==> src/rtl/hdlc_tx_frame_ctrl_if.sv <==
// Bus between the Tx buffer/register block (master) and the HDLC transmit
// frame controller (slave). The serial line and status come back to the master.
interface hdlc_tx_frame_ctrl_if;
  logic       TxEN;
  logic       Tx_Enable;
  logic       Tx_AbortFrame;
  logic [7:0] Tx_FrameSize;
  logic [7:0] Tx_DataOutBuff;
  logic       Tx_RdBuff;
  logic       Tx;
  logic       Tx_ValidFrame;
  logic       Tx_AbortedTrans;
  logic       Tx_Done;

  modport master (
    output TxEN, Tx_Enable, Tx_AbortFrame, Tx_FrameSize, Tx_DataOutBuff,
    input  Tx_RdBuff, Tx, Tx_ValidFrame, Tx_AbortedTrans, Tx_Done
  );

  modport slave (
    input  TxEN, Tx_Enable, Tx_AbortFrame, Tx_FrameSize, Tx_DataOutBuff,
    output Tx_RdBuff, Tx, Tx_ValidFrame, Tx_AbortedTrans, Tx_Done
  );
endinterface

==> src/rtl/hdlc_tx_frame_ctrl.sv <==
// HDLC transmit frame sequencer: reads queued bytes from the Tx buffer and
// serialises flag / data / FCS / flag one bit per clock, with in-line zero
// insertion and abort generation. The line idles at '1'.
//
// Timing model: every register edge decides the bit that is on Tx for the
// following cycle. state_q and the counters therefore describe the *next*
// bit to emit, and tx_q holds the bit currently on the line.
module hdlc_tx_frame_ctrl #(
  parameter int MAX_BYTES = 126
) (
  input  logic                 Clk,
  input  logic                 Rst,
  hdlc_tx_frame_ctrl_if.slave  bus
);

  typedef enum logic [2:0] {IDLE, SFLAG, DATA, FCS, EFLAG, ABORT} state_t;

  // Flag 0,1,1,1,1,1,1,0 sent LSB first.
  localparam logic [7:0] FLAG = 8'h7E;

  state_t      state_q;
  logic [4:0]  cnt_q;      // bit index within flag/byte/FCS/abort pattern
  logic [2:0]  ones_q;     // run of consecutive '1's for zero insertion
  logic [7:0]  size_q;     // latched frame size
  logic [7:0]  byte_q;     // index of byte being sent
  logic [7:0]  shift_q;    // byte being sent
  logic [7:0]  hold_q;     // prefetched next byte
  logic        rd_dly_q;   // buffer data is valid this cycle
  logic [15:0] crc_q;
  logic        line_idle_q;
  logic        tx_q, valid_q, rd_q, aborted_q, done_q;

  logic [7:0]  cur_byte;
  logic        data_bit, fcs_bit, start_ok, abort_req;
  logic [15:0] crc_upd;

  // Next data bit, CRC step and start/abort qualification.
  always_comb begin
    // Bit 0 of a byte comes straight from the buffer if it is arriving now,
    // otherwise from the prefetch register.
    cur_byte = shift_q;
    if (cnt_q == 5'd0) cur_byte = rd_dly_q ? bus.Tx_DataOutBuff : hold_q;
    data_bit  = cur_byte[cnt_q[2:0]];
    fcs_bit   = ~crc_q[cnt_q[3:0]];
    crc_upd   = {1'b0, crc_q[15:1]} ^ ((crc_q[0] ^ data_bit) ? 16'h8408 : 16'h0000);
    start_ok  = bus.Tx_Enable && bus.TxEN && line_idle_q &&
                (bus.Tx_FrameSize != 8'd0) && (int'(bus.Tx_FrameSize) <= MAX_BYTES);
    abort_req = bus.Tx_AbortFrame || !bus.TxEN;
  end

  // Frame sequencer with registered line/status outputs.
  always_ff @(posedge Clk or posedge Rst) begin
    if (Rst) begin
      state_q     <= IDLE;
      cnt_q       <= '0;
      ones_q      <= '0;
      size_q      <= '0;
      byte_q      <= '0;
      shift_q     <= '0;
      hold_q      <= '0;
      rd_dly_q    <= 1'b0;
      crc_q       <= '0;
      line_idle_q <= 1'b1;
      tx_q        <= 1'b1;
      valid_q     <= 1'b0;
      rd_q        <= 1'b0;
      aborted_q   <= 1'b0;
      done_q      <= 1'b0;
    end else begin
      rd_q        <= 1'b0;
      done_q      <= 1'b0;
      line_idle_q <= 1'b0;
      rd_dly_q    <= rd_q;
      if (rd_dly_q) hold_q <= bus.Tx_DataOutBuff;

      case (state_q)
        IDLE: begin
          tx_q        <= 1'b1;
          valid_q     <= 1'b0;
          line_idle_q <= 1'b1;
          // Only start once an idle bit has actually been on the line.
          if (start_ok) begin
            size_q      <= bus.Tx_FrameSize;
            aborted_q   <= 1'b0;
            rd_q        <= 1'b1;
            tx_q        <= FLAG[0];
            valid_q     <= 1'b1;
            line_idle_q <= 1'b0;
            cnt_q       <= 5'd1;
            byte_q      <= '0;
            ones_q      <= '0;
            crc_q       <= 16'hFFFF;
            state_q     <= SFLAG;
          end
        end

        SFLAG, DATA, FCS: begin
          valid_q <= 1'b1;
          if (abort_req) begin
            // Abort pattern bit 0 replaces the next frame bit.
            tx_q      <= 1'b0;
            valid_q   <= 1'b0;
            aborted_q <= 1'b1;
            cnt_q     <= 5'd1;
            state_q   <= ABORT;
          end else if (state_q == SFLAG) begin
            tx_q  <= FLAG[cnt_q[2:0]];
            cnt_q <= cnt_q + 5'd1;
            if (cnt_q == 5'd7) begin
              cnt_q   <= '0;
              ones_q  <= '0;
              state_q <= DATA;
            end
          end else if (ones_q == 3'd5) begin
            // Stuffed zero: index stalls, CRC untouched.
            tx_q   <= 1'b0;
            ones_q <= '0;
            if (state_q == FCS && cnt_q == 5'd16) begin
              cnt_q   <= '0;
              state_q <= EFLAG;
            end
          end else if (state_q == DATA) begin
            tx_q   <= data_bit;
            crc_q  <= crc_upd;
            ones_q <= data_bit ? ones_q + 3'd1 : 3'd0;
            if (cnt_q == 5'd0) shift_q <= cur_byte;
            if (cnt_q == 5'd6 && byte_q != size_q - 8'd1) rd_q <= 1'b1;
            if (cnt_q == 5'd7) begin
              cnt_q  <= '0;
              byte_q <= byte_q + 8'd1;
              if (byte_q == size_q - 8'd1) state_q <= FCS;
            end else begin
              cnt_q <= cnt_q + 5'd1;
            end
          end else begin
            tx_q   <= fcs_bit;
            ones_q <= fcs_bit ? ones_q + 3'd1 : 3'd0;
            if (cnt_q == 5'd15) begin
              // A trailing run of five still needs its stuffed zero.
              if (fcs_bit && ones_q == 3'd4) begin
                cnt_q <= 5'd16;
              end else begin
                cnt_q   <= '0;
                state_q <= EFLAG;
              end
            end else begin
              cnt_q <= cnt_q + 5'd1;
            end
          end
        end

        EFLAG: begin
          tx_q    <= FLAG[cnt_q[2:0]];
          valid_q <= 1'b1;
          cnt_q   <= cnt_q + 5'd1;
          if (cnt_q == 5'd7) begin
            done_q  <= 1'b1;
            state_q <= IDLE;
          end
        end

        ABORT: begin
          tx_q    <= 1'b1;
          valid_q <= 1'b0;
          cnt_q   <= cnt_q + 5'd1;
          if (cnt_q == 5'd7) state_q <= IDLE;
        end

        default: state_q <= IDLE;
      endcase
    end
  end

  assign bus.Tx              = tx_q;
  assign bus.Tx_ValidFrame   = valid_q;
  assign bus.Tx_RdBuff       = rd_q;
  assign bus.Tx_AbortedTrans = aborted_q;
  assign bus.Tx_Done         = done_q;

endmodule

==> src/flat_wrapper.sv <==
// flat-port wrapper written by rule: the top's interface ports become plain ports
module hdlc_tx_frame_ctrl_flat 
#(
  parameter int MAX_BYTES = 126
)
  (Clk, Rst, bus_TxEN, bus_Tx_Enable, bus_Tx_AbortFrame, bus_Tx_FrameSize, bus_Tx_DataOutBuff, bus_Tx_RdBuff, bus_Tx, bus_Tx_ValidFrame, bus_Tx_AbortedTrans, bus_Tx_Done);
  hdlc_tx_frame_ctrl_if bus_i ();
  input  logic Clk;
  input  logic Rst;
  input wire logic [$bits(bus_i.TxEN)-1:0] bus_TxEN;
  input wire logic [$bits(bus_i.Tx_Enable)-1:0] bus_Tx_Enable;
  input wire logic [$bits(bus_i.Tx_AbortFrame)-1:0] bus_Tx_AbortFrame;
  input wire logic [$bits(bus_i.Tx_FrameSize)-1:0] bus_Tx_FrameSize;
  input wire logic [$bits(bus_i.Tx_DataOutBuff)-1:0] bus_Tx_DataOutBuff;
  output wire logic [$bits(bus_i.Tx_RdBuff)-1:0] bus_Tx_RdBuff;
  output wire logic [$bits(bus_i.Tx)-1:0] bus_Tx;
  output wire logic [$bits(bus_i.Tx_ValidFrame)-1:0] bus_Tx_ValidFrame;
  output wire logic [$bits(bus_i.Tx_AbortedTrans)-1:0] bus_Tx_AbortedTrans;
  output wire logic [$bits(bus_i.Tx_Done)-1:0] bus_Tx_Done;
  assign bus_i.TxEN = bus_TxEN;
  assign bus_i.Tx_Enable = bus_Tx_Enable;
  assign bus_i.Tx_AbortFrame = bus_Tx_AbortFrame;
  assign bus_i.Tx_FrameSize = bus_Tx_FrameSize;
  assign bus_i.Tx_DataOutBuff = bus_Tx_DataOutBuff;
  assign bus_Tx_RdBuff = bus_i.Tx_RdBuff;
  assign bus_Tx = bus_i.Tx;
  assign bus_Tx_ValidFrame = bus_i.Tx_ValidFrame;
  assign bus_Tx_AbortedTrans = bus_i.Tx_AbortedTrans;
  assign bus_Tx_Done = bus_i.Tx_Done;
  hdlc_tx_frame_ctrl #(.MAX_BYTES(MAX_BYTES)) u_core (.Clk(Clk), .Rst(Rst), .bus(bus_i));
endmodule
==> config.mk <==
export PLATFORM = sky130hd
export DESIGN_NAME = hdlc_tx_frame_ctrl_flat
export DESIGN_NICKNAME = d
export VERILOG_FILES = /design/src/rtl/hdlc_tx_frame_ctrl_if.sv /design/src/rtl/hdlc_tx_frame_ctrl.sv /design/src/flat_wrapper.sv
export SDC_FILE = /design/constraint.sdc
export NUM_CORES = 1
export LEC_CHECK = 0
export CAP_MARGIN = 0
export CORE_MARGIN = 5
export CORE_UTILIZATION = 35
export DETAILED_ROUTE_END_ITERATION = 10
export GPL_ROUTABILITY_DRIVEN = 0
export GPL_TIMING_DRIVEN = 1
export PLACE_DENSITY = 0.6
export SKIP_LAST_GASP = 1
export SLEW_MARGIN = 20
export SYNTH_ARGS = -nofsm -noshare
export SYNTH_HDL_FRONTEND = slang
export SYNTH_SLANG_ARGS = --single-unit
==> constraint.sdc <==
create_clock -name Clk -period 6.6 [get_ports Clk]
set_clock_uncertainty 0.05 [all_clocks]
set_input_delay 1.32 -clock Clk [delete_from_list [all_inputs] [get_ports Clk]]
set_output_delay 1.32 -clock Clk [all_outputs]
set_load 0.01 [all_outputs]
### After elaboration in Yosys (flattened, before gate mapping)

Memories as Yosys holds them, arrays and structs flattened.
Cells that the tools add are included.

* flip-flop bits (word level): 66
* bits of input ports: 21
* output and inout port bits: 5
* logic and storage cells: 155
* memory bits (read-only): 8
* memories: 1

* equal/unequal tests: 28
* reductions and logical operators: 25
* order comparisons: 3
* muxes and demuxes: 73
* bitwise operators: 6
* add/sub/neg operators: 4

Memory list
* (no name shown): words 8, width 1, read ports 1, clocked after memory_dff 0, write ports 0, RTL line hdlc_tx_frame_ctrl.sv:107 `tx_q <= FLAG[cnt_q[2:0]];`

Operator list (count)
* 2-to-1 mux 16 bit: 6
* 2-to-1 mux 8 bit: 8
* 2-to-1 mux 3 bit: 19
* 2-to-1 mux 5 bit: 9
* case mux 16 bit (2 select lines): 1
* 2-to-1 mux 1 bit: 20
* case mux 8 bit (2 select lines): 1
* XOR 15 x 16 -> 16 bit: 1
* case mux 5 bit (3 select lines): 1
* equality test 3 bit, second input constant: 4
* AND reduction 6 bit: 2
* equality test 5 x 3 -> 1 bit, second input constant: 2
* inequality test 2 x 1 -> 1 bit, second input constant: 5
* inequality test 5 x 3 -> 1 bit, second input constant: 2
* case mux 3 bit (3 select lines): 1
* adder 8 x 1 -> 8 bit, second input constant: 1
* equality test 8 bit: 1
* less-or-equal comparator 8 x 7 -> 1 bit, second input constant: 1
* inequality test 8 bit: 1
* case mux 1 bit (4 select lines): 2
* AND reduction 8 bit: 1
* nonzero test 8 bit: 1
* subtractor 8 x 1 -> 8 bit, second input constant: 1
* logical AND 1 bit: 7
* other kinds (33): 41

### Depth between registers and ports, before layout

Gate-level depths: netlist of the first run.

* word-level depth: 12
* mapped depth: 10
* mapped depth without buffers: 9

### Worst setup path after synthesis of the first run

OpenSTA, ideal clock, no wires.

* path kind: input -> register
* start point: in bus_Tx_FrameSize[7]
* end point: reg u_core.size_q[2]
* setup slack: 3401 ps
* path buffers: 1
* setup time: 128 ps
* required time: 6422 ps
* arrival time: 3021 ps
* stages on the path: 6
* path through: nand4b_1 -> a21oi_1 -> nand2_1 -> nor4_1 -> clkbuf_1 -> mux2_1

* cells in the longest elaborated chain, start to end: 4
* elaborated cells between the ends (all ways): 5
* classes of those cells: order compare: 1; reduce/logical: 4

RTL lines
* start, declared: RTL line flat_wrapper.sv:13 `input wire logic [$bits(bus_i.Tx_FrameSize)-1:0] bus_Tx_FrameSize;`
* branches (longest 2 deep; another with less-or-equal comparator 8 x 7 -> 1 bit)
* logical AND 1 bit (*): RTL line hdlc_tx_frame_ctrl.sv:47 `(bus.Tx_FrameSize != 8'd0) && (int'(bus.Tx_FrameSize) <= MAX_BYTES);`
* AND reduction 2 bit (no line) (*)
* end signal, assigned: RTL line hdlc_tx_frame_ctrl.sv:83 `size_q <= bus.Tx_FrameSize;`
* end, declared: RTL line hdlc_tx_frame_ctrl.sv:24 `logic [7:0] size_q;`

Mark *: on every way between the ends.
A chain may end at the register's enable or synchronous reset.

### Worst setup path after layout of the first run

* start point: in bus_TxEN
* end point: reg u_core.byte_q[3]

* cells in the longest elaborated chain, start to end: 6
* elaborated cells between the ends (all ways): 9
* classes of those cells: eq/ne: 2; reduce/logical: 7

RTL lines
* start, declared: RTL line flat_wrapper.sv:10 `input wire logic [$bits(bus_i.TxEN)-1:0] bus_TxEN;`
* logical AND 1 bit (3 in a row): RTL line hdlc_tx_frame_ctrl.sv:46 `start_ok = bus.Tx_Enable && bus.TxEN && line_idle_q &&`
* logical AND 1 bit: RTL line hdlc_tx_frame_ctrl.sv:47
* inequality test 2 x 1 -> 1 bit (no line)
* AND reduction 7 bit (no line) (*)
* end signal, assigned: RTL line hdlc_tx_frame_ctrl.sv:130 `byte_q <= byte_q + 8'd1;`
* end, declared: RTL line hdlc_tx_frame_ctrl.sv:25 `logic [7:0] byte_q;`

Every way passes the cells marked *; elsewhere a longest branch is shown, timed or not.

==> impl_metrics.yaml, run 1 <==
floorplanning:
  die_w_um: 113.9
  core_um2: 10700
  initial_core_util: 0.3535
  pin_count: 26
  rows: 38
  dieArea_um2: 12980
  fp.dieH_um: 113.9
drt:
  antenna_left: 0
  routed_via_density: 5.201
  dr_total_vias: 2845
  first_pass_iters: 4
  routedWlPerCell_um: 15.32
  drc: 0
  drtIter0Drc: 263
  routed_wl_um: 8381
logic_synthesis:
  synth_edf_count: 0
  yosysTopAreaCell: "dfrtp_1"
  yosysUniqueCellTypes: 59
  seq_area_frac_synth: 0.4375
  yosys_warnings: 0
  syn_area_um2: 3781
  synth-seq-cells: 66
  syn_nets: 417
  avgSynthCellArea_um2: 9.770
  synth_cells: 387
  synth.area.top_cells: "dfrtp_1 42%, nand2_1 5.7%, o21ai_1 3.7%, mux2_1 3.6%, mux4_1 3.5%"
  yosys.area.top_type_share: 0.4236
  synth.most_common_cell: "dfrtp_1"
  synth_top_flop_cell: "dfrtp_1"
  synth-async-reset-ratio: 1.000
  synthTopCellsByCount: "64 x dfrtp_1, 57 x nand2_1, 28 x o21ai_1"
grt:
  track_usage: 0.1387
  overflow: 0
  grt_pass1_wl_um: 14570
  antenna_found_initial: 0
  first_global_vias: 2948
  grt_max_degree: 67
finish:
  fin_area_um2: 4362
  fin_util: 0.4077
  stdcell_count: 547
  diodes: 0
  area_growth_pct: 15.35
  drive_gt1_frac: 0.1032
  finalNetCount: 432
power_and_ir_drop:
  power.total_mw: 1.805
  p_leak_nw: 1.916
  p_int_mw: 1.110
  p_clk_frac: 0.213
  sw_frac_of_total: 0.3851
  p_switching_mw: 0.6950
  powerDensity_nw_per_um2: 413.8
  vdd_drop_max_uv: 141.7
  power_frac_seq: 0.397
  comb_power_share: 0.390
placement:
  placed_area_um2: 4136
  dp.cells: 531
  dp_hpwl_um: 5739
  portBuffers: 25
min_path:
  min-delay-path-class: "reg2reg"
flow_run:
  max-cap-violations: 0
setup_path:
  crit_path_start_kind: "primary input"
  cp-end-kind: "flip-flop"
  arrival_ps: 4340
  slowest_stage: "and4b_1"
  required_ps: 6770
  crit_chain: "clkdlybuf4s50_1 > nor2b_1 > and4b_1 > nand2_1 > a21oi_1 > nand4_1 > xor2_1 > nor2_1"
  max_stage_delay_ps: 780
  critical_path_class: "in2reg"
  crit_path_max_fanout: 23
clocking:
  cts_made_buffers: 9
  ctsResizeCount: 0
  post-cts-setup-buffer-count: 0
  cts_max_level: 3
  cts_tree: "done"
  clock_sinks: 66
  clock_latency_ps: 340
  cts_max_path_buffers: 2
  holdBufCountCts: 0
  clk_pin_slew_ps: 80
  cts_root_buf: "clkbuf_8"
sta:
  hold_viol: 0
  fin_tns_setup_ps: 0
  period_share: 0.6317
  rsz0062_at_grt: "no"
  slew_viol_final: 0
  worst-slew-pin-transition_ps: 876.2
  slew_headroom: 0.4144
  setup_viol: 0
  finalCriticalPeriod_ps: 4169
  clock.fmax_ghz: 0.2399
status:
  status: "completed"
[flip-flops by register name (all words and copies together) (netlist names)]
signal / flops
u_core.hold_q: 8
u_core.rd_dly_q: 1
u_core.bus.Tx_Done: 1
u_core.shift_q: 8
u_core.size_q: 8
u_core.bus.Tx_RdBuff: 1
u_core.crc_q: 16
u_core.byte_q: 8
u_core.bus.Tx: 1
u_core.bus.Tx_ValidFrame: 1
u_core.bus.Tx_AbortedTrans: 1
u_core.state_q: 3
u_core.ones_q: 3
u_core.line_idle_q: 1
u_core.cnt_q: 5
[per-stage QoR]
stage | worst slack [ps] | hold slack (ps)
finish | 2431 | 345.0
detailed placement | 2053 | 328.4
floorplan | 3401 | 366.0
global route | 2171 | 368.7
global placement | 2144 | 328.9
CTS | 2444 | 350.1
[area by class of cell]
type / instances / area, um2
repair buffers: 28 / 272.8
fillers: 1030 / 6336
clock buffers: 9 / 123.9
clock inverters: 7 / 101.3
flip-flops and latches: 66 / 1654
well taps: 140 / 175.2
multi-input cells: 282 / 1978
inverters: 15 / 56.30
[cells by family (layout without fill, tap and decap cells)]
kind of cell / count (synthesis) / in the layout / synth area share
flip-flops: 66 / 66 / 0.4375
buffers and inverters: 39 / 59 / 0.04103
AND/OR/NAND/NOR: 135 / 135 / 0.1807
multiplexers: 32 / 32 / 0.1241
AO/OA/AOI/OAI: 85 / 85 / 0.1383
XOR/XNOR: 21 / 21 / 0.04864
adder cells (fa/ha/maj): 9 / 9 / 0.02978
[per-layer routing]
layer | share of wire | up-vias | global-route usage
met5 | 0 | - | 0
li1 | - | 1409 | -
met3 | 0.024 | 8 | 0.02069
met1 | 0.47 | 1393 | 0.1869
met4 | 0.015 | 0 | 0.05542
met2 | 0.49 | 35 | 0.2244
[layout by cell type, fill, tap and decap left out, types with 3 or more instances in the layout]
cell type and count:
clkbuf_8 9, mux2_2 8, o21ai_1 28, mux4_1 5, inv_1 13, and3_1 4
o21ai_0 6, clkdlybuf4s50_1 25, a21oi_1 21, buf_4 3, nor3_1 7, dfrtp_1 64
nor2b_1 5, nand3_1 7, mux4_2 3, a31oi_1 3, nand2_1 57, xnor2_1 8
nand4_1 8, xor2_1 13, nor2_1 26, o22ai_1 6, mux2i_1 3, ha_1 9
a21o_1 3, mux2_1 12
[power groups by stage]
stage          Clock, mW  Combinational, mW  Sequential (mW)
5_1_grt            0.414              0.789            0.745
4_1_cts            0.397              0.708            0.717
3_3_place_gp           0              0.688            0.720
2_1_floorplan          0              0.622            0.623
6_report           0.384              0.704            0.717
3_5_place_dp           0              0.701            0.724
[worst paths after layout]
path | from | to | slack (ps) | depth (start not counted)
setup / recovery | bus_TxEN | u_core.byte_q[3] | 2430 | 8
hold / removal | u_core.bus.Tx_RdBuff | u_core.rd_dly_q | 340 | 0
setup reg to reg | u_core.cnt_q[0] | u_core.crc_q[3] | 3530 | 9
hold reg to reg | u_core.bus.Tx_RdBuff | u_core.rd_dly_q | 340 | 0
max in group asynchronous | Rst | u_core.cnt_q[4] | 4470 | 3
min in group asynchronous | Rst | u_core.size_q[4] | 1480 | 3
[critical path: cells and delay by family]
| family | cells | cell delay [ps] |
|---|---|---|
| compound gates | 1 | 530 |
| xor+xnor | 1 | 170 |
| simple gates | 5 | 1820 |
| buf+inv | 1 | 500 |
Power figures use the tool's default switching activity.
==> inputs of run 2 (changes only) <==
Settings changed: PLACE_DENSITY 0.6 to 0.62.
Clock period 6.6 ns to 3.52 ns, I/O delays scaled along.
==> run 2 against run 1 <==
Combinational power increased by 93%. Clock power increased by 51%. Utilization about the same. Sequential share of layout area about the same. Die area unchanged. Worst hold slack got worse by 3.4 ps. Via count increased by 2.1%. Wire length decreased by 2.1%. Setup slack got worse by 1900 ps. Highest routed layer unchanged. Power increased by 80%. Largest power group is now combinational logic. Sequential cell count unchanged.
==> impl_metrics.yaml, run 2 (same netlist as run 1, synthesis figures left out) <==
grt:
  first_global_vias: 2905
  grt_max_degree: 67
  antenna_found_initial: 0
  grt_pass1_wl_um: 14400
  overflow: 0
  track_usage: 0.1376
drt:
  drtIter0Drc: 232
  antenna_left: 0
  routed_via_density: 5.261
  routed_wl_um: 8206
  dr_total_vias: 2904
  routedWlPerCell_um: 14.87
  drc: 0
  first_pass_iters: 4
finish:
  fillerInstances: 1024
  layout_commonest_cell: "dfrtp_1"
  largest_register_ffs: 16
  final_cell_mix: "64 x dfrtp_1, 57 x nand2_1, 28 x o21ai_1"
  drive_gt1_frac: 0.1141
  finalNetCount: 437
  largest-register: "u_core.crc_q"
  diodes: 0
  area_growth_pct: 15.42
  stdcell_count: 552
min_path:
  min-delay-path-class: "reg2reg"
  worstHoldEndpoint: "u_core.rd_dly_q"
  min_path_cells: 0
  hold_start: "u_core.bus.Tx_RdBuff"
floorplanning:
  fp.dieH_um: 113.9
  initial_core_util: 0.3535
  core_um2: 10700
  die_w_um: 113.9
  rows: 38
  dieArea_um2: 12980
  pin_count: 26
sta:
  rsz0062_at_grt: "no"
  hold_viol: 0
  slew_headroom: 0.4464
  worst-slew-pin-transition_ps: 830.4
  clock.fmax_ghz: 0.3372
  period_share: 0.8424
  finalCriticalPeriod_ps: 2965
  fin_tns_setup_ps: 0
  setup_viol: 0
  slew_viol_final: 0
setup_path:
  cp-end-kind: "flip-flop"
  crit_path_start_kind: "flip-flop"
  r2r-start: "u_core.cnt_q[0]"
  reg2reg_depth: 9
  required_ps: 3690
  critical_path_class: "reg2reg"
  arrival_ps: 3140
  rrSetupSlack_ps: 550
  reg2reg_to: "u_core.crc_q[10]"
  crit_path_max_fanout: 11
power_and_ir_drop:
  powerDensity_nw_per_um2: 745.4
  comb_power_share: 0.417
  p_leak_nw: 1.920
  p_clk_frac: 0.178
  p_int_mw: 1.953
  vdd_drop_max_uv: 263.1
  sw_frac_of_total: 0.3997
  p_switching_mw: 1.300
  power_frac_seq: 0.405
clocking:
  clock_sinks: 66
  post-cts-setup-buffer-count: 0
  cts_max_level: 3
  clock_latency_ps: 350
  holdBufCountCts: 0
  cts_made_buffers: 9
  clk_pin_slew_ps: 80
  ctsResizeCount: 0
  cts_tree: "done"
  cts_root_buf: "clkbuf_8"
  cts_max_path_buffers: 2
placement:
  dp_hpwl_um: 5712
  portBuffers: 25
  dp.cells: 536
flow_run:
  max-cap-violations: 0
status:
  status: "completed"
[run 2: cell count changes in the layout (fill, tap and decap cells not counted), sizes merged]
cell,delta
clkinv,+1
buf,+5
bufinv,-2
clkinvlp,+1
[run 2: worst max-delay path, cell delays in order (launching register included)]
cell,delay (ps)
dfrtp_1,580
inv_1,270
ha_1,200
nor4b_4,400
mux4_1,370
mux2i_1,200
o22ai_1,160
xor2_1,370
xnor2_1,170
a21oi_1,80
[run 2: routing by layer]
metal  vias to the layer above  share of wire  global-route usage  wire length [um]
met1                      1413           0.46              0.1841              3754
met3                        10          0.036             0.02653               293
met2                        54           0.49              0.2213              4033
met5                         -              0                   0                 0
li1                       1427              -                   -                 -
met4                         0          0.015             0.05226               125
[run 2: metrics by stage]
stage / hold slack (ps) / area, um2 / setup WS, ps / util / total power [mW]
2_1_floorplan: 366.0 / 3781 / 937.1 / - / 2.333
3_3_place_gp: 319.6 / 4187 / 424.0 / 0.3913 / 2.653
3_5_place_dp: 322.8 / 4187 / 446.0 / 0.3913 / 2.688
4_1_cts: 347.2 / 4364 / 545.4 / 0.4080 / 3.288
5_1_grt: 368.4 / 4364 / 334.3 / 0.4080 / 3.522
6_report: 341.6 / 4364 / 554.7 / 0.4080 / 3.253
[run 2: how the worst max path moves through the flow]
| stage | from | endpoint | slack [ps] |
|---|---|---|---|
| 2_1_floorplan | bus_Tx_FrameSize[7] | u_core.size_q[2] | 940 |
| 6_report | u_core.cnt_q[0] | u_core.crc_q[10] | 550 |
| 5_1_grt | u_core.cnt_q[0] | u_core.crc_q[3] | 330 |
| 4_1_cts | u_core.cnt_q[0] | u_core.crc_q[3] | 550 |
| 3_3_place_gp | bus_Tx_FrameSize[2] | u_core.state_q[0] | 420 |
| 3_5_place_dp | bus_Tx_FrameSize[2] | u_core.state_q[0] | 450 |
[run 2: power groups by stage]
stage	Sequential, mW	Clock, mW	Combinational, mW
after floorplan	1.17	0	1.17
after global placement	1.32	0	1.33
after detailed placement	1.33	0	1.36
after CTS	1.32	0.602	1.37
after global routing	1.37	0.634	1.52
final	1.32	0.578	1.36
[run 2: cell type report]
cell class	instances	area [um2]	area share
multi-input combinational	282	1978	0.4533
sequential	66	1654	0.3790
timing repair buffer	33	322.8	0.07397
tap	140	175.2	0.04014
clock buffer	9	123.9	0.02838
inverter	15	56.30	0.01290
clock inverter	7	53.80	0.01233
